## src/rtl/ir_tx_cmd_queue.sv

```systemverilog
// ir_tx_cmd_queue: queues NEC {address, command} requests and feeds them one frame at a time to the IR transmitter.
// Define IR_CMDQ_STATS_EN to add the oFRAME_CNT / oDROP_CNT statistics ports.
`timescale 1ns/1ps

// Generic register FIFO with synchronous flush and occupancy count.
// Latency: a write is visible at the head one cycle after its edge; read data is combinational.
// Backpressure: writes when full and reads when empty are ignored; callers gate on full/empty.
module ir_cmdq_fifo #(
  parameter int W     = 16,
  parameter int DEPTH = 4
) (
  input  logic                       clk,
  input  logic                       rst,
  input  logic                       wrEn,
  input  logic [W-1:0]               wrDat,
  input  logic                       rdEn,
  input  logic                       flush,
  output logic [W-1:0]               rdDat,
  output logic [$clog2(DEPTH):0]     level,
  output logic                       full,
  output logic                       empty
);
  localparam int AW = $clog2(DEPTH);
  localparam int LW = AW + 1;

  logic [W-1:0]  mem [DEPTH];
  logic [AW-1:0] wrPtr;
  logic [AW-1:0] rdPtr;
  logic          wrOk;
  logic          rdOk;

  assign full  = (level == LW'(DEPTH));
  assign empty = (level == '0);
  assign wrOk  = wrEn & ~full;
  assign rdOk  = rdEn & ~empty;
  assign rdDat = mem[rdPtr];

  always_ff @(posedge clk) begin
    if (wrOk) mem[wrPtr] <= wrDat;
  end

  // Power-of-2 depth lets the pointers wrap by plain overflow.
  always_ff @(posedge clk or posedge rst) begin
    if (rst) begin
      wrPtr <= '0;
      rdPtr <= '0;
      level <= '0;
    end else if (flush) begin
      wrPtr <= '0;
      rdPtr <= '0;
      level <= '0;
    end else begin
      if (wrOk) wrPtr <= wrPtr + 1'b1;
      if (rdOk) rdPtr <= rdPtr + 1'b1;
      level <= level + LW'(wrOk) - LW'(rdOk);
    end
  end
endmodule

// NEC request queue and send sequencer.
// Latency: write at edge k on an idle queue -> oSEND high after edge k+2 for one cycle.
// Backpressure: oWR_READY low when full or flushing; a write while full is dropped and flagged on oOVERFLOW.
module ir_tx_cmd_queue #(
  parameter int DEPTH       = 4,
  parameter int ACK_TIMEOUT = 16
) (
  input  logic                   iCLK_50,
  input  logic                   iRST,
  input  logic                   iWR_VALID,
  input  logic [7:0]             iWR_ADDR,
  input  logic [7:0]             iWR_CMD,
  output logic                   oWR_READY,
  input  logic                   iFLUSH,
  input  logic                   iTX_BUSY,
  output logic [7:0]             oADDRESS,
  output logic [7:0]             oCOMMAND,
  output logic                   oSEND,
  output logic [$clog2(DEPTH):0] oLEVEL,
  output logic                   oEMPTY,
  output logic                   oOVERFLOW,
  output logic                   oIDLE
`ifdef IR_CMDQ_STATS_EN
  ,
  output logic [15:0]            oFRAME_CNT,
  output logic [15:0]            oDROP_CNT
`endif
);
  localparam int TW = $clog2(ACK_TIMEOUT + 1);

  typedef enum logic [2:0] {
    S_IDLE      = 3'd0,
    S_LOAD      = 3'd1,
    S_SEND      = 3'd2,
    S_WAIT_ACK  = 3'd3,
    S_WAIT_DONE = 3'd4
  } state_t;

  state_t        state;
  logic [TW-1:0] ackTimer;
  logic          full;
  logic          wrEn;
  logic          popEn;
  logic [15:0]   headDat;

  assign oWR_READY = ~full & ~iFLUSH;
  assign wrEn      = iWR_VALID & oWR_READY;
  assign popEn     = (state == S_LOAD) & ~oEMPTY;
  assign oIDLE     = (state == S_IDLE) & oEMPTY;

  ir_cmdq_fifo #(
    .W     (16),
    .DEPTH (DEPTH)
  ) cmdFifo (
    .clk   (iCLK_50),
    .rst   (iRST),
    .wrEn  (wrEn),
    .wrDat ({iWR_ADDR, iWR_CMD}),
    .rdEn  (popEn),
    .flush (iFLUSH),
    .rdDat (headDat),
    .level (oLEVEL),
    .full  (full),
    .empty (oEMPTY)
  );

  always_ff @(posedge iCLK_50 or posedge iRST) begin
    if (iRST) oOVERFLOW <= 1'b0;
    else      oOVERFLOW <= iWR_VALID & full;
  end

  // oSEND is raised on every entry into S_SEND so it is high exactly while in S_SEND.
  always_ff @(posedge iCLK_50 or posedge iRST) begin
    if (iRST) begin
      state    <= S_IDLE;
      oSEND    <= 1'b0;
      oADDRESS <= 8'h00;
      oCOMMAND <= 8'h00;
      ackTimer <= '0;
    end else begin
      oSEND <= 1'b0;
      case (state)
        S_IDLE: begin
          if (!oEMPTY && !iTX_BUSY) state <= S_LOAD;
        end
        S_LOAD: begin
          // A flush landing on the IDLE->LOAD edge leaves nothing to pop.
          if (oEMPTY) begin
            state <= S_IDLE;
          end else begin
            {oADDRESS, oCOMMAND} <= headDat;
            ackTimer             <= '0;
            oSEND                <= 1'b1;
            state                <= S_SEND;
          end
        end
        S_SEND: begin
          ackTimer <= '0;
          state    <= S_WAIT_ACK;
        end
        S_WAIT_ACK: begin
          if (iTX_BUSY) begin
            state <= S_WAIT_DONE;
          end else if (ackTimer == TW'(ACK_TIMEOUT - 1)) begin
            ackTimer <= '0;
            oSEND    <= 1'b1;
            state    <= S_SEND;
          end else begin
            ackTimer <= ackTimer + 1'b1;
          end
        end
        S_WAIT_DONE: begin
          if (!iTX_BUSY) state <= S_IDLE;
        end
        default: state <= S_IDLE;
      endcase
    end
  end

`ifdef IR_CMDQ_STATS_EN
  always_ff @(posedge iCLK_50 or posedge iRST) begin
    if (iRST) begin
      oFRAME_CNT <= 16'h0000;
      oDROP_CNT  <= 16'h0000;
    end else begin
      if (state == S_WAIT_DONE && !iTX_BUSY) oFRAME_CNT <= oFRAME_CNT + 16'd1;
      if (iWR_VALID && full)                 oDROP_CNT  <= oDROP_CNT + 16'd1;
    end
  end
`endif
endmodule

```

## config.mk

```make
export PLATFORM = sky130hd
export DESIGN_NAME = ir_tx_cmd_queue
export DESIGN_NICKNAME = d
export VERILOG_FILES = /design/src/rtl/ir_tx_cmd_queue.sv
export SDC_FILE = /design/constraint.sdc
export NUM_CORES = 1
export LEC_CHECK = 0
export ABC_AREA = 1
export CAP_MARGIN = 10
export CORE_ASPECT_RATIO = 0.6
export CORE_MARGIN = 2
export CORE_UTILIZATION = 30
export CTS_BUF_LIST = sky130_fd_sc_hd__clkbuf_4 sky130_fd_sc_hd__clkbuf_8
export DETAILED_ROUTE_END_ITERATION = 8
export GPL_TIMING_DRIVEN = 0
export HOLD_SLACK_MARGIN = 0.05
export SYNTH_ARGS = -nofsm -noshare
export SYNTH_HDL_FRONTEND = slang
export SYNTH_HIERARCHICAL = 1
export SYNTH_SLANG_ARGS = --single-unit
```

## constraint.sdc

```tcl
create_clock -name iCLK_50 -period 2.6 [get_ports iCLK_50]
set_input_delay 0.26 -clock iCLK_50 [delete_from_list [all_inputs] [get_ports iCLK_50]]
set_output_delay 0.26 -clock iCLK_50 [all_outputs]
set_load 0.005 [all_outputs]
```

Yosys cells after proc, flatten, opt, wreduce, memory -nomap -nowiden. Memory sizes are Yosys's and may differ from the RTL's. A register that Yosys moved wholly into a read port is not among the register bits. Index checks and enable logic that the tools add are counted.

Memory bits (writable): 64. Input bits: 21. Memories: 1. Output and inout port bits: 24. Word-level logic and storage cells: 66. Register bits: 17.

Memory list: cmdFifo.mem (words 4, width 16, rd ports 1, clocked after memory_dff 1, wr ports 1, line 26) `logic [W-1:0] mem [DEPTH];`.

Reduce and logical (&&, ||, !) cells: 11. Add/subtract/negate cells: 5. Eq/ne operators: 11. Muxes and demuxes: 21. Bitwise gates (word level): 10.

Operators by type and width (count): 2-to-1 mux 3 bit (5); 2-to-1 mux 5 bit (3); case mux 3 bit (5 select lines) (1); case mux 5 bit (3 select lines) (1); 2-to-1 mux 2 bit (5); bitwise AND 1 bit (7); == test 3 x 2 -> 1 bit, second input constant (2); == test 3 bit, second input constant (2); logical NOT 3 bit (2); != test 2 bit, second input constant (3); AND reduction 3 bit (2); adder 5 x 1 -> 5 bit, second input constant (1); == test 5 x 4 -> 1 bit, second input constant (1); 2-to-1 mux 1 bit (5); adder 2 x 1 -> 2 bit, second input constant (2); nonzero test 2 bit (2); adder 3 x 1 -> 3 bit (1); == test 3 x 1 -> 1 bit, second input constant (1); != test 3 bit, second input constant (1); inverter 1 bit (3); nonzero test 3 bit (1); subtractor 3 x 1 -> 3 bit (1); logical NOT 1 bit (2); != test 2 x 1 -> 1 bit, second input constant (1); 3 further kinds (3).

Logic depth before layout (Yosys ltp). Gate-level depths: netlist of the first run.

Word-level depth: 8. Mapped depth: 17. Depth with buffers taken out: 16.

Hierarchy. The synthesis of the first run kept the hierarchy.

By module, submodules not included: ir_cmdq_fifo (seq. area each 2097.0 um^2, area each 2891.5 um^2, times used 1, cells each 219); ir_tx_cmd_queue (seq. area each 650.6 um^2, area each 1166.1 um^2, times used 1, cells each 144).

Least setup slack after synthesis of the first run. OpenSTA, ideal clock, no wires.

Path type: flip-flop to flip-flop. From: register cmdFifo.level[1]. To: register cmdFifo.level[2]. Slack: 0.156 ns. Library setup time: 0.119 ns. Arrival: 2.325 ns. Required time: 2.481 ns. Clock period less this slack: 2.444 ns. Buffers on the path: 1. Stages on the path, launching flop included: 17. Path through: dfrtp_1 -> nor2_1 -> nand2_1 -> inv_1 -> inv_1 -> nand3_4 -> inv_4 -> buf_6 -> nand2_1 -> inv_1 -> ha_1 -> inv_1 -> ha_1 -> inv_1 -> fa_1 -> a21oi_1 -> nor2_1.

Elaborated cells between the ends (all ways): 12. Classes of those cells: add/sub: 2; eq/ne: 1; mux: 1; bitwise: 7; reduce/logical: 1.

RTL lines: start: declaration (line 19) `output logic [$clog2(DEPTH):0] level,`; start signal: assignment (line 55) `level <= level + LW'(wrOk) - LW'(rdOk);`; logical NOT 3 bit (line 33) `assign empty = (level == '0);`; named net oEMPTY (line 79) `output logic oEMPTY,`; inverter 1 bit (no line); bitwise AND 1 bit (line 107) `assign popEn = (state == S_LOAD) & ~oEMPTY;`; named net popEn (line 102) `logic popEn;`; bitwise AND 1 bit (line 35) `assign rdOk = rdEn & ~empty;`; subtractor 3 x 1 -> 3 bit (line 55); 2-to-1 mux 3 bit (line 48) `end else if (flush) begin`.

The timed path passes the listed nets, and every way through them passes these cells. A chain may end at the register's enable or synchronous reset.

Worst setup path in the final report of the first run.
From: register cmdFifo.level[2]. To: register cmdFifo.level[1].

Elaborated cells between the ends (all ways): 12. Classes of those cells: add/sub: 2; eq/ne: 1; mux: 1; bitwise: 7; reduce/logical: 1.

RTL lines (line): logical NOT 3 bit (33); inverter 1 bit (no line); bitwise AND 1 bit (107); named net popEn (102); bitwise AND 1 bit (35); subtractor 3 x 1 -> 3 bit (55); 2-to-1 mux 3 bit (48).

The timed path passes the listed nets, and every way through them passes these cells.

==> insert_results.sql, run 1 <==
INSERT INTO impl_metrics (metric_group, metric, value, unit) VALUES
('outcome', 'status', 'completed', ''),
('placed_design', 'globalplace.congestion', '0.782', ''),
('placed_design', 'io_buffers', '44', ''),
('grt', 'first_global_vias', '2677', ''),
('critical_path', 'cp_cell_sequence', 'nor2_2 -> nand2_2 -> inv_2 -> inv_1 -> nand3_4 -> inv_6 -> buf_6 -> nand2_2 -> inv_1 -> ha_1 -> inv_1 -> ha_1 -> inv_1 -> fa_2 -> nor2_1', ''),
('pwr', 'powerDensity', '868', 'mW/mm^2'),
('grt', 'grt_antenna_before_repair', '0', ''),
('die', 'initial_core_util', '31.2', '%'),
('critical_path', 'worst-setup-path-type', 'register to register', ''),
('sta', 'maxSlewHeadroom', '36.3', '%'),
('final_layout', 'finalNonFillerCells', '601', ''),
('synthesis', 'yosysMostFrequentCell', 'sky130_fd_sc_hd__nand2_1', ''),
('synthesis', 'synth-seq-area-share', '67.7', '%'),
('routing', 'routed_wl', '9270', 'um'),
('critical_path', 'crit_fanout', '12', ''),
('die', 'dieArea', '0.0145', 'mm^2'),
('placed_design', 'detailedPlace.worstSlack', '-0.206', 'ns'),
('cts', 'clock_sinks', '97', ''),
('synthesis', 'synth_top_cell_area_share', '47.4', '%'),
('critical_path', 'worst-path-buf-inv', '7', ''),
('cts', 'worst_setup_hold_path_clk_slew', '0.09', 'ns'),
('critical_path', 'timing.critical_path.depth', '15', ''),
('final_layout', 'n_fill_cell', '1259', ''),
('synthesis', 'postSynthRegisterBits', '97', ''),
('cts', 'number_of_cts_inserted_buffers', '9', ''),
('routing', 'drt_iter0_drc', '148', ''),
('final_layout', 'layout-drive-gt1-share', '13.0', '%'),
('synthesis', 'synth_async_sr_flop_share', '34.0', '%'),
('critical_path', 'rr_endpoint', 'cmdFifo/level[1]', ''),
('cts', 'clock_tree_from_tritoncts', 'yes', ''),
('job', 'drv.max_cap_violation_count', '0', ''),
('sta', 'finalHoldViolations', '0', ''),
('critical_path', 'critPathArrivalTime', '2.71', 'ns'),
('grt', 'grt_pass1_wl', '14700', 'um'),
('sta', 'finalCritPeriodShare', '94.6', '%'),
('sta', 'layout_min_cycle_time', '2.46', 'ns'),
('final_layout', 'antenna_cells', '0', ''),
('pwr', 'post-layout-total-power', '4.42', 'mW'),
('critical_path', 'cp_slowest_cell', 'sky130_fd_sc_hd__fa_2', ''),
('sta', 'total_neg_setup_slack', '0', 'ns'),
('pwr', 'p_leak', '2.08', 'nW'),
('synthesis', 'postSynthAreaPerCell', '11.2', 'um^2'),
('cts', 'cts.root.buffer_cell', 'sky130_fd_sc_hd__clkbuf_8', ''),
('critical_path', 'critPathCaptureType', 'register', ''),
('die', 'design.core.area', '0.0130', 'mm^2'),
('routing', 'drt_pre_antenna_iters', '4', ''),
('synthesis', 'ys.warnings.count', '6', ''),
('synthesis', 'post_synth_main_area_contributors', 'sky130_fd_sc_hd__edfxtp_1 47%, sky130_fd_sc_hd__dfrtp_1 20%, sky130_fd_sc_hd__nand2_1 7.8%, sky130_fd_sc_hd__nor2_1 4.7%, sky130_fd_sc_hd__o21ai_0 2.8%', ''),
('final_layout', 'syn_to_final_growth', '25.5', '%'),
('critical_path', 'ff2ff_path_depth', '15', ''),
('synthesis', 'synth_cell_type_count', '28', ''),
('synthesis', 'netlist_top_cells_count', '84 x sky130_fd_sc_hd__nand2_1, 64 x sky130_fd_sc_hd__edfxtp_1, 51 x sky130_fd_sc_hd__nor2_1', ''),
('final_layout', 'layout.nets', '455', ''),
('routing', 'num_vias', '2753', ''),
('cts', 'clock_latency', '0.37', 'ns'),
('synthesis', 'synthesis.area', '0.00406', 'mm^2'),
('critical_path', 'max_stage_delay', '0.51', 'ns'),
('grt', 'grt_max_degree', '27', ''),
('routing', 'drtAntennaViolNets', '0', ''),
('synthesis', 'postSynthCellCount', '363', ''),
('placed_design', 'dp.cells', '579', ''),
('synthesis', 'yosysTopAreaCell', 'sky130_fd_sc_hd__edfxtp_1', ''),
('placed_design', 'post_dp_hpwl', '6300', 'um'),
('final_layout', 'multi_input_area', '0.00111', 'mm^2'),
('final_layout', 'seqCellArea', '0.00275', 'mm^2'),
('synthesis', 'synth_ff_type', 'sky130_fd_sc_hd__edfxtp_1', ''),
('synthesis', 'syn-num-nets', '392', ''),
('sta', 'timing.clock.skew', '0.0102', 'ns'),
('grt', 'global_route.overflow_total', '0', ''),
('critical_path', 'cp.required', '2.85', 'ns'),
('worst_hold_path', 'hold_path.class', 'primary input to async pin', '');
-- layer usage --
| layer | up-vias | global-route usage [%] | routed length (um) | share of wire [%] |
|---|---|---|---|---|
| met5 | - | 0 | 0 | 0 |
| met4 | 0 | 3.97 | 106 | 1.1 |
| met3 | 13 | 3.87 | 610 | 6.6 |
| met2 | 64 | 19.7 | 3770 | 41 |
| met1 | 1319 | 20.0 | 4790 | 52 |
| li1 | 1357 | - | - | - |
-- registers in the layout (all words and copies together), names as in the netlist, 2 cells and up --
register       count
cmdFifo/mem       64
cmdFifo/level      3
ackTimer           5
state              3
cmdFifo/rdPtr      2
cmdFifo/wrPtr      2
oCOMMAND           8
oADDRESS           8
-- metrics by stage --
step	hold WS (ns)	instance area, um^2	utilization [%]
2_1_floorplan	0.0634	4060	-
3_3_place_gp	0.466	4710	36.2
3_5_place_dp	0.466	4750	36.5
4_1_cts	0.164	5010	38.5
5_1_grt	0.200	5090	39.1
6_report	0.179	5090	39.1
-- cells by family (layout without fill, tap and decap cells) --
kind of cell,after synthesis,count (layout),share of synthesized area (%)
and+or+nand+nor,160,160,16.5
DFF,97,97,67.7
adders and majority gates,8,8,2.65
AOI/OAI and AO/OA,53,53,7.03
buffers and inverters,45,113,6.14
-- area by class of cell --
cell class	instances	area share, %
multi-input combinational	221	21.7
buffer	12	2.26
inverter	33	2.68
tap	170	4.18
clock inverter	7	2.28
clock buffer	9	2.43
timing repair buffer	52	10.5
sequential	97	53.9
-- power by group --
part	total (mW)	leakage, nW	internal (mW)	switching, mW
clock network	1.16	0.122	0.641	0.515
logic	1.26	0.946	0.596	0.668
registers	2.00	1.01	1.87	0.132
-- worst reg2reg max path, stage by stage (launching register included) --
cell                      delay [ns]
sky130_fd_sc_hd__dfrtp_1        0.44
sky130_fd_sc_hd__nor2_2         0.16
sky130_fd_sc_hd__nand2_2        0.08
sky130_fd_sc_hd__inv_2          0.07
sky130_fd_sc_hd__inv_1          0.08
sky130_fd_sc_hd__nand3_4        0.10
sky130_fd_sc_hd__inv_6          0.07
sky130_fd_sc_hd__buf_6          0.14
sky130_fd_sc_hd__nand2_2        0.08
sky130_fd_sc_hd__inv_1          0.05
sky130_fd_sc_hd__ha_1           0.28
sky130_fd_sc_hd__inv_1          0.06
sky130_fd_sc_hd__ha_1           0.13
sky130_fd_sc_hd__inv_1          0.06
sky130_fd_sc_hd__fa_2           0.51
sky130_fd_sc_hd__nor2_1         0.04
-- what timing repair did --
item | 4_1_cts | 5_1_grt
hold buffers | 0 | 0
endpoints found under the hold margin | 0 | 0
setup buffers | 2 | 3
endpoints found under the setup margin | 34 | 34
pin swaps | 1 | 3
gates resized for setup | 2 | 9
-- worst max-delay path by stage --
| stage | from | end | slack [ns] |
|---|---|---|---|
| after global routing | cmdFifo/level[2] | cmdFifo/level[1] | -0.02 |
| final | cmdFifo/level[2] | cmdFifo/level[1] | 0.14 |
| after detailed placement | cmdFifo/level[1] | cmdFifo/level[2] | -0.21 |
| after global placement | iFLUSH | cmdFifo/mem[0][3] | -0.53 |
| after floorplan | cmdFifo/level[1] | cmdFifo/level[2] | 0.16 |
| after CTS | cmdFifo/level[1] | cmdFifo/level[2] | 0.001 |
-- cells in the final DEF (no fill, tap or decap), drive strengths merged --
cell	instances
edfxtp	64
bufinv	3
nand4	6
nor3	1
a21oi	1
clkinv	3
nor2	53
buf	19
o21ai	36
nand2	85
nor3b	1
ha	7
inv	34
fa	1
clkbuf	10
o22ai	16
dfrtp	33
clkdlybuf4s50	44
nand3	14
Power figures use the tool's default switching activity.
==> run 2: changes to the inputs <==
--- a/config.mk
+++ b/config.mk
@@ -12,8 +12,10 @@
 export CORE_UTILIZATION = 30
 export CTS_BUF_LIST = sky130_fd_sc_hd__clkbuf_4 sky130_fd_sc_hd__clkbuf_8
 export DETAILED_ROUTE_END_ITERATION = 8
+export GPL_ROUTABILITY_DRIVEN = 0
 export GPL_TIMING_DRIVEN = 0
 export HOLD_SLACK_MARGIN = 0.05
+export SKIP_CTS_REPAIR_TIMING = 1
 export SYNTH_ARGS = -nofsm -noshare
 export SYNTH_HDL_FRONTEND = slang
 export SYNTH_HIERARCHICAL = 1
==> insert_results.sql, run 2 (same netlist as run 1, synthesis figures left out) <==
INSERT INTO impl_metrics (metric_group, metric, value, unit) VALUES
('final_layout', 'regMostFlops', 'cmdFifo/mem', ''),
('cts', 'clock_sinks', '97', ''),
('die', 'pin_count', '45', ''),
('final_layout', 'largest_register_ffs', '64', ''),
('die', 'die-width', '154', 'um'),
('grt', 'grt_max_degree', '27', ''),
('grt', 'grt_antenna_before_repair', '0', ''),
('grt', 'global_route.overflow_total', '0', ''),
('die', 'initial_core_util', '31.2', '%'),
('die', 'dieArea', '0.0145', 'mm^2'),
('sta', 'maximum_clock_frequency', '405', 'MHz'),
('critical_path', 'crit_fanout', '12', ''),
('critical_path', 'crit_path_start_kind', 'register', ''),
('cts', 'cts_max_level', '3', ''),
('pwr', 'powerDensity', '868', 'mW/mm^2'),
('sta', 'timing.final.setup_violations', '0', ''),
('job', 'drv.max_cap_violation_count', '0', ''),
('grt', 'grt_pass1_wl', '14600', 'um'),
('pwr', 'post-layout-total-power', '4.42', 'mW'),
('sta', 'finalCritPeriodShare', '95.0', '%'),
('critical_path', 'critPathCaptureType', 'register', ''),
('cts', 'number_of_cts_inserted_buffers', '9', ''),
('grt', 'first_global_vias', '2667', ''),
('sta', 'timing.clock.skew', '0.00970', 'ns'),
('outcome', 'status', 'completed', ''),
('critical_path', 'critPathArrivalTime', '2.72', 'ns'),
('die', 'design.core.area', '0.0130', 'mm^2'),
('final_layout', 'antenna_cells', '0', ''),
('placed_design', 'post_dp_hpwl', '6300', 'um'),
('routing', 'vias_per_cell', '4.58', ''),
('sta', 'layout_min_cycle_time', '2.47', 'ns'),
('cts', 'cts.root.buffer_cell', 'sky130_fd_sc_hd__clkbuf_8', ''),
('final_layout', 'layout-drive-gt1-share', '13.5', '%'),
('final_layout', 'most_frequent_cells_in_the_layout', '82 x sky130_fd_sc_hd__nand2_1, 64 x sky130_fd_sc_hd__edfxtp_1, 46 x sky130_fd_sc_hd__nor2_1, 44 x sky130_fd_sc_hd__clkdlybuf4s50_1, 31 x sky130_fd_sc_hd__dfrtp_1', ''),
('final_layout', 'syn_to_final_growth', '25.7', '%'),
('routing', 'drt-wirelength-per-cell', '15.3', 'um'),
('routing', 'drt_pre_antenna_iters', '4', ''),
('routing', 'drt_iter0_drc', '130', ''),
('final_layout', 'layout.nets', '454', ''),
('final_layout', 'layout_commonest_cell', 'sky130_fd_sc_hd__nand2_1', ''),
('placed_design', 'io_buffers', '44', ''),
('critical_path', 'worst-setup-path-type', 'register to register', ''),
('routing', 'drtAntennaViolNets', '0', ''),
('sta', 'worst-slew-pin-transition', '0.997', 'ns'),
('cts', 'clock_tree_from_tritoncts', 'yes', ''),
('routing', 'routed_wl', '9190', 'um'),
('cts', 'clk_path_buf_depth', '2', ''),
('sta', 'finalHoldViolations', '0', ''),
('routing', 'drc_errors', '0', ''),
('die', 'vertical_die_dimension', '94.1', 'um'),
('final_layout', 'biggestRegsByFlops', 'cmdFifo/mem (64), oADDRESS (8), oCOMMAND (8)', ''),
('pwr', 'p_leak', '2.07', 'nW'),
('critical_path', 'max_stage_delay', '0.51', 'ns'),
('die', 'placementRows', '32', ''),
('sta', 'report.final.slew_viol_count', '0', ''),
('grt', 'gr-usage-all-layers', '13.6', '%'),
('pwr', 'worst_ir_drop_vdd', '306', 'uV'),
('worst_hold_path', 'hold_path.class', 'primary input to async pin', ''),
('critical_path', 'cp_cell_sequence', 'nor2_4 -> nand2_4 -> inv_2 -> inv_2 -> nand3_4 -> inv_6 -> buf_6 -> nand2_2 -> inv_1 -> ha_1 -> inv_1 -> ha_1 -> inv_1 -> fa_2 -> nor2_1', ''),
('routing', 'num_vias', '2748', ''),
('sta', 'holdWs', '0.161', 'ns'),
('sta', 'maxSlewHeadroom', '33.5', '%'),
('cts', 'clock_latency', '0.37', 'ns'),
('critical_path', 'cp_common_cell', 'sky130_fd_sc_hd__inv_1', ''),
('critical_path', 'cp.required', '2.85', 'ns'),
('cts', 'worst_setup_hold_path_clk_slew', '0.09', 'ns'),
('critical_path', 'cp_slowest_cell', 'sky130_fd_sc_hd__fa_2', '');
-- run 2: cell types whose count changed in the layout (fill, tap and decap cells not counted) --
cell,change
sky130_fd_sc_hd__nand2_2,-1
sky130_fd_sc_hd__dfrtp_2,+2
sky130_fd_sc_hd__inv_1,-1
sky130_fd_sc_hd__nor2_4,+1
sky130_fd_sc_hd__nor2_2,-1
sky130_fd_sc_hd__nand2_4,+1
sky130_fd_sc_hd__buf_4,-1
sky130_fd_sc_hd__inv_2,+1
sky130_fd_sc_hd__dfrtp_1,-2
-- run 2: worst max-delay path: cells and delay by family (launching register included) --
kind | cells | cell delay, ns
adders and majority gates | 3 | 0.92
buffers and inverters | 7 | 0.51
and+or+nand+nor | 5 | 0.46
DFF | 1 | 0.45
-- run 2: routing by layer --
metal | vias to the layer above | wire [um] | global-route usage, %
met4 | 0 | 104 | 3.97
li1 | 1352 | - | -
met3 | 11 | 515 | 3.87
met1 | 1309 | 4720 | 19.8
met5 | - | 0 | 0
met2 | 76 | 3850 | 19.6
-- run 2: path summary, 6_finish.rpt --
| kind | slack [ns] | end | startpoint | cells after the start |
|---|---|---|---|---|
| worst max-delay path | 0.13 | cmdFifo/level[1] | cmdFifo/level[2] | 15 |
| worst min-delay path | 0.16 | cmdFifo/level[0] | iRST | 2 |
| worst max register to register | 0.13 | cmdFifo/level[1] | cmdFifo/level[2] | 15 |
| worst min register to register | 0.49 | oCOMMAND[4] | oCOMMAND[4] | 2 |
| max in group asynchronous | 1.93 | ackTimer[1] | iRST | 3 |
| min in group iCLK_50 | 0.46 | oOVERFLOW | iWR_VALID | 3 |
-- run 2: final cells by class --
class | count | area, um^2
Sequential cell | 97 | 2750
Tap cell | 170 | 213
Fill cell | 1260 | 7910
Clock buffer | 9 | 124
Clock inverter | 7 | 116
Timing Repair Buffer | 51 | 528
Inverter | 33 | 136
Buffer | 12 | 115
Multi-Input combinational cell | 221 | 1120
-- run 2: metrics by stage --
step	utilization (%)	instance area (um^2)	instances	setup TNS [ns]	worst slack, ns
3_3_place_gp	36.2	4710	577	-31.58	-0.528
2_1_floorplan	-	4060	363	0	0.156
6_report	39.2	5100	600	0	0.130
5_1_grt	39.2	5100	600	-0.0193	-0.0105
4_1_cts	38.4	4990	595	-3.50	-0.223
3_5_place_dp	36.5	4750	579	-5.03	-0.206
-- run 2: where the power goes --
group | switching [mW] | internal (mW)
Combinational | 0.667 | 0.592
Sequential | 0.134 | 1.87
Clock | 0.520 | 0.641
Total | 1.32 | 3.10
==> run 3: changes to the inputs <==
--- a/config.mk
+++ b/config.mk
@@ -6,15 +6,19 @@
 export NUM_CORES = 1
 export LEC_CHECK = 0
 export ABC_AREA = 1
+export ABC_CLOCK_PERIOD_IN_PS = 2600
 export CAP_MARGIN = 10
+export CELL_PAD_IN_SITES_DETAIL_PLACEMENT = 1
+export CELL_PAD_IN_SITES_GLOBAL_PLACEMENT = 2
 export CORE_ASPECT_RATIO = 0.6
 export CORE_MARGIN = 2
-export CORE_UTILIZATION = 30
+export CORE_UTILIZATION = 38
 export CTS_BUF_LIST = sky130_fd_sc_hd__clkbuf_4 sky130_fd_sc_hd__clkbuf_8
 export DETAILED_ROUTE_END_ITERATION = 8
 export GPL_ROUTABILITY_DRIVEN = 0
 export GPL_TIMING_DRIVEN = 0
 export HOLD_SLACK_MARGIN = 0.05
+export PLACE_DENSITY_LB_ADDON = 0.1
 export SKIP_CTS_REPAIR_TIMING = 1
 export SYNTH_ARGS = -nofsm -noshare
 export SYNTH_HDL_FRONTEND = slang
==> insert_results.sql, run 3 (same netlist as run 1, synthesis figures left out) <==
INSERT INTO impl_metrics (metric_group, metric, value, unit) VALUES
('grt', 'grt_antenna_before_repair', '0', ''),
('critical_path', 'crit_path_start_kind', 'register', ''),
('critical_path', 'cp_common_cell', 'sky130_fd_sc_hd__inv_1', ''),
('final_layout', 'layout_commonest_cell', 'sky130_fd_sc_hd__nand2_1', ''),
('pwr', 'power.combinational.fraction', '31.5', '%'),
('sta', 'report.final.slew_viol_count', '0', ''),
('die', 'placementRows', '29', ''),
('sta', 'finalCritPeriodShare', '93.0', '%'),
('placed_design', 'io_buffers', '44', ''),
('critical_path', 'max_stage_delay', '0.44', 'ns'),
('grt', 'gr-usage-all-layers', '19.0', '%'),
('routing', 'drtAntennaViolNets', '0', ''),
('die', 'design.core.area', '0.0105', 'mm^2'),
('grt', 'global_route.overflow_total', '0', ''),
('sta', 'total_neg_setup_slack', '0', 'ns'),
('sta', 'timing.clock.skew', '0.0129', 'ns'),
('grt', 'grt_max_degree', '27', ''),
('cts', 'clock_sinks', '97', ''),
('die', 'die-width', '137', 'um'),
('grt', 'first_global_vias', '2990', ''),
('sta', 'timing.final.setup_violations', '0', ''),
('die', 'pin_count', '45', ''),
('routing', 'vias_per_cell', '4.86', ''),
('final_layout', 'layout-drive-gt1-share', '14.8', '%'),
('cts', 'clock_latency', '0.37', 'ns'),
('routing', 'drt-wirelength-per-cell', '17.0', 'um'),
('placed_design', 'post_dp_hpwl', '6800', 'um'),
('sta', 'maximum_clock_frequency', '414', 'MHz'),
('routing', 'drt_iter0_drc', '151', ''),
('pwr', 'power.clock.fraction', '21.8', '%'),
('routing', 'drc_errors', '0', ''),
('pwr', 'worst_ir_drop_vdd', '375', 'uV'),
('critical_path', 'worst-setup-path-type', 'register to register', ''),
('placed_design', 'dp.cells', '550', ''),
('pwr', 'net_sw_power', '1.35', 'mW'),
('final_layout', 'largest_register_ffs', '64', ''),
('critical_path', 'crit_fanout', '12', ''),
('die', 'initial_core_util', '38.7', '%'),
('critical_path', 'cp_cell_sequence', 'nor2_4 -> nand2_2 -> inv_2 -> inv_2 -> nand3_4 -> inv_6 -> buf_8 -> nand2_2 -> inv_1 -> ha_1 -> inv_1 -> ha_1 -> inv_1 -> fa_1 -> nand3_1 -> nand2_1 -> nor2_1', ''),
('job', 'drv.max_cap_violation_count', '0', ''),
('routing', 'routed_wl', '9840', 'um'),
('critical_path', 'critPathArrivalTime', '2.73', 'ns'),
('critical_path', 'critPathCaptureType', 'register', ''),
('grt', 'grt_pass1_wl', '16000', 'um'),
('pwr', 'powerDensity', '837', 'mW/mm^2'),
('pwr', 'post-layout-total-power', '4.25', 'mW'),
('sta', 'maxSlewHeadroom', '61.9', '%'),
('final_layout', 'final_cell_area', '0.00508', 'mm^2'),
('outcome', 'status', 'completed', ''),
('sta', 'layout_min_cycle_time', '2.42', 'ns'),
('cts', 'cts.root.buffer_cell', 'sky130_fd_sc_hd__clkbuf_8', ''),
('final_layout', 'antenna_cells', '0', ''),
('routing', 'drt_pre_antenna_iters', '4', ''),
('placed_design', 'dpl-instance-area', '0.00474', 'mm^2'),
('critical_path', 'rr_endpoint', 'cmdFifo/level[2]', ''),
('critical_path', 'reg2reg_from', 'cmdFifo/level[1]', ''),
('pwr', 'p_seq_share', '46.8', '%'),
('cts', 'clock_tree_from_tritoncts', 'yes', ''),
('cts', 'cts_max_level', '3', ''),
('final_layout', 'biggestRegsByFlops', 'cmdFifo/mem (64), oADDRESS (8), oCOMMAND (8)', ''),
('pwr', 'p_int', '2.90', 'mW'),
('final_layout', 'layout.nets', '463', ''),
('critical_path', 'cp_slowest_cell', 'sky130_fd_sc_hd__dfrtp_2', ''),
('critical_path', 'ff2ff_setup_slack', '0.18', 'ns'),
('sta', 'finalHoldViolations', '0', ''),
('cts', 'clk_path_buf_depth', '2', ''),
('routing', 'num_vias', '2811', ''),
('critical_path', 'ff2ff_path_depth', '17', ''),
('pwr', 'switching_part_of_the_total_power', '31.8', '%'),
('cts', 'number_of_cts_inserted_buffers', '9', ''),
('critical_path', 'cp.required', '2.91', 'ns'),
('pwr', 'p_leak', '2.09', 'nW'),
('die', 'vertical_die_dimension', '84.0', 'um'),
('final_layout', 'most_frequent_cells_in_the_layout', '82 x sky130_fd_sc_hd__nand2_1, 64 x sky130_fd_sc_hd__edfxtp_1, 46 x sky130_fd_sc_hd__nor2_1, 44 x sky130_fd_sc_hd__clkdlybuf4s50_1, 31 x sky130_fd_sc_hd__dfrtp_1', ''),
('cts', 'worst_setup_hold_path_clk_slew', '0.10', 'ns'),
('final_layout', 'finalNonFillerCells', '578', ''),
('die', 'dieArea', '0.0115', 'mm^2'),
('worst_hold_path', 'hold_path.class', 'primary input to async pin', ''),
('final_layout', 'regMostFlops', 'cmdFifo/mem', ''),
('final_layout', 'syn_to_final_growth', '25.1', '%'),
('sta', 'worst-slew-pin-transition', '0.570', 'ns');
-- run 3: how the worst max path moves through the flow --
stage | from | end | slack [ns] | cells after the start
after floorplan | cmdFifo/level[1] | cmdFifo/level[2] | 0.16 | 16
after global placement | iFLUSH | cmdFifo/mem[0][3] | -0.57 | 4
after detailed placement | cmdFifo/level[1] | cmdFifo/level[2] | -0.22 | 16
after CTS | cmdFifo/level[1] | cmdFifo/level[2] | -0.25 | 17
after global routing | cmdFifo/level[1] | cmdFifo/level[2] | -0.02 | 17
final | cmdFifo/level[1] | cmdFifo/level[2] | 0.18 | 17
-- run 3: per-stage QoR --
step	worst slack, ns	util, %	hold slack (ns)
after floorplan	0.156	-	0.0634
after global placement	-0.571	44.6	0.462
after detailed placement	-0.218	45.2	0.467
after CTS	-0.251	47.0	0.140
after global routing	-0.0155	48.4	0.147
final	0.183	48.4	0.146
-- run 3: worst max-delay path: cells and delay by family, from the launching register on --
family,cells,cell delay [ns]
buffers and inverters,7,0.49
and+or+nand+nor,7,0.63
DFF,1,0.44
adders and majority gates,3,0.77
-- run 3: per-layer routing --
metal  vias up  track usage (%)  wire (um)
li1       1369                -          -
met1      1384             27.3       5000
met2        47             27.8       4390
met3        11             4.80        346
met4         0             6.75        109
met5         -                0          0
-- run 3: layout make-up --
| type | count | area (um^2) |
|---|---|---|
| Sequential cell | 97 | 2750 |
| Inverter | 33 | 136 |
| Timing Repair Buffer | 60 | 611 |
| Tap cell | 139 | 174 |
| Fill cell | 1129 | 5410 |
| Multi-Input combinational cell | 221 | 1100 |
| Clock inverter | 5 | 37.5 |
| Buffer | 12 | 119 |
| Clock buffer | 11 | 145 |
-- run 3: power by group through the flow --
stage	registers [mW]	clock network, mW	logic (mW)
3_3_place_gp	2.01	0	1.17
5_1_grt	2.02	1.03	1.50
6_report	1.99	0.924	1.34
3_5_place_dp	2.02	0	1.22
2_1_floorplan	2.02	0	0.598
4_1_cts	1.99	0.959	1.22
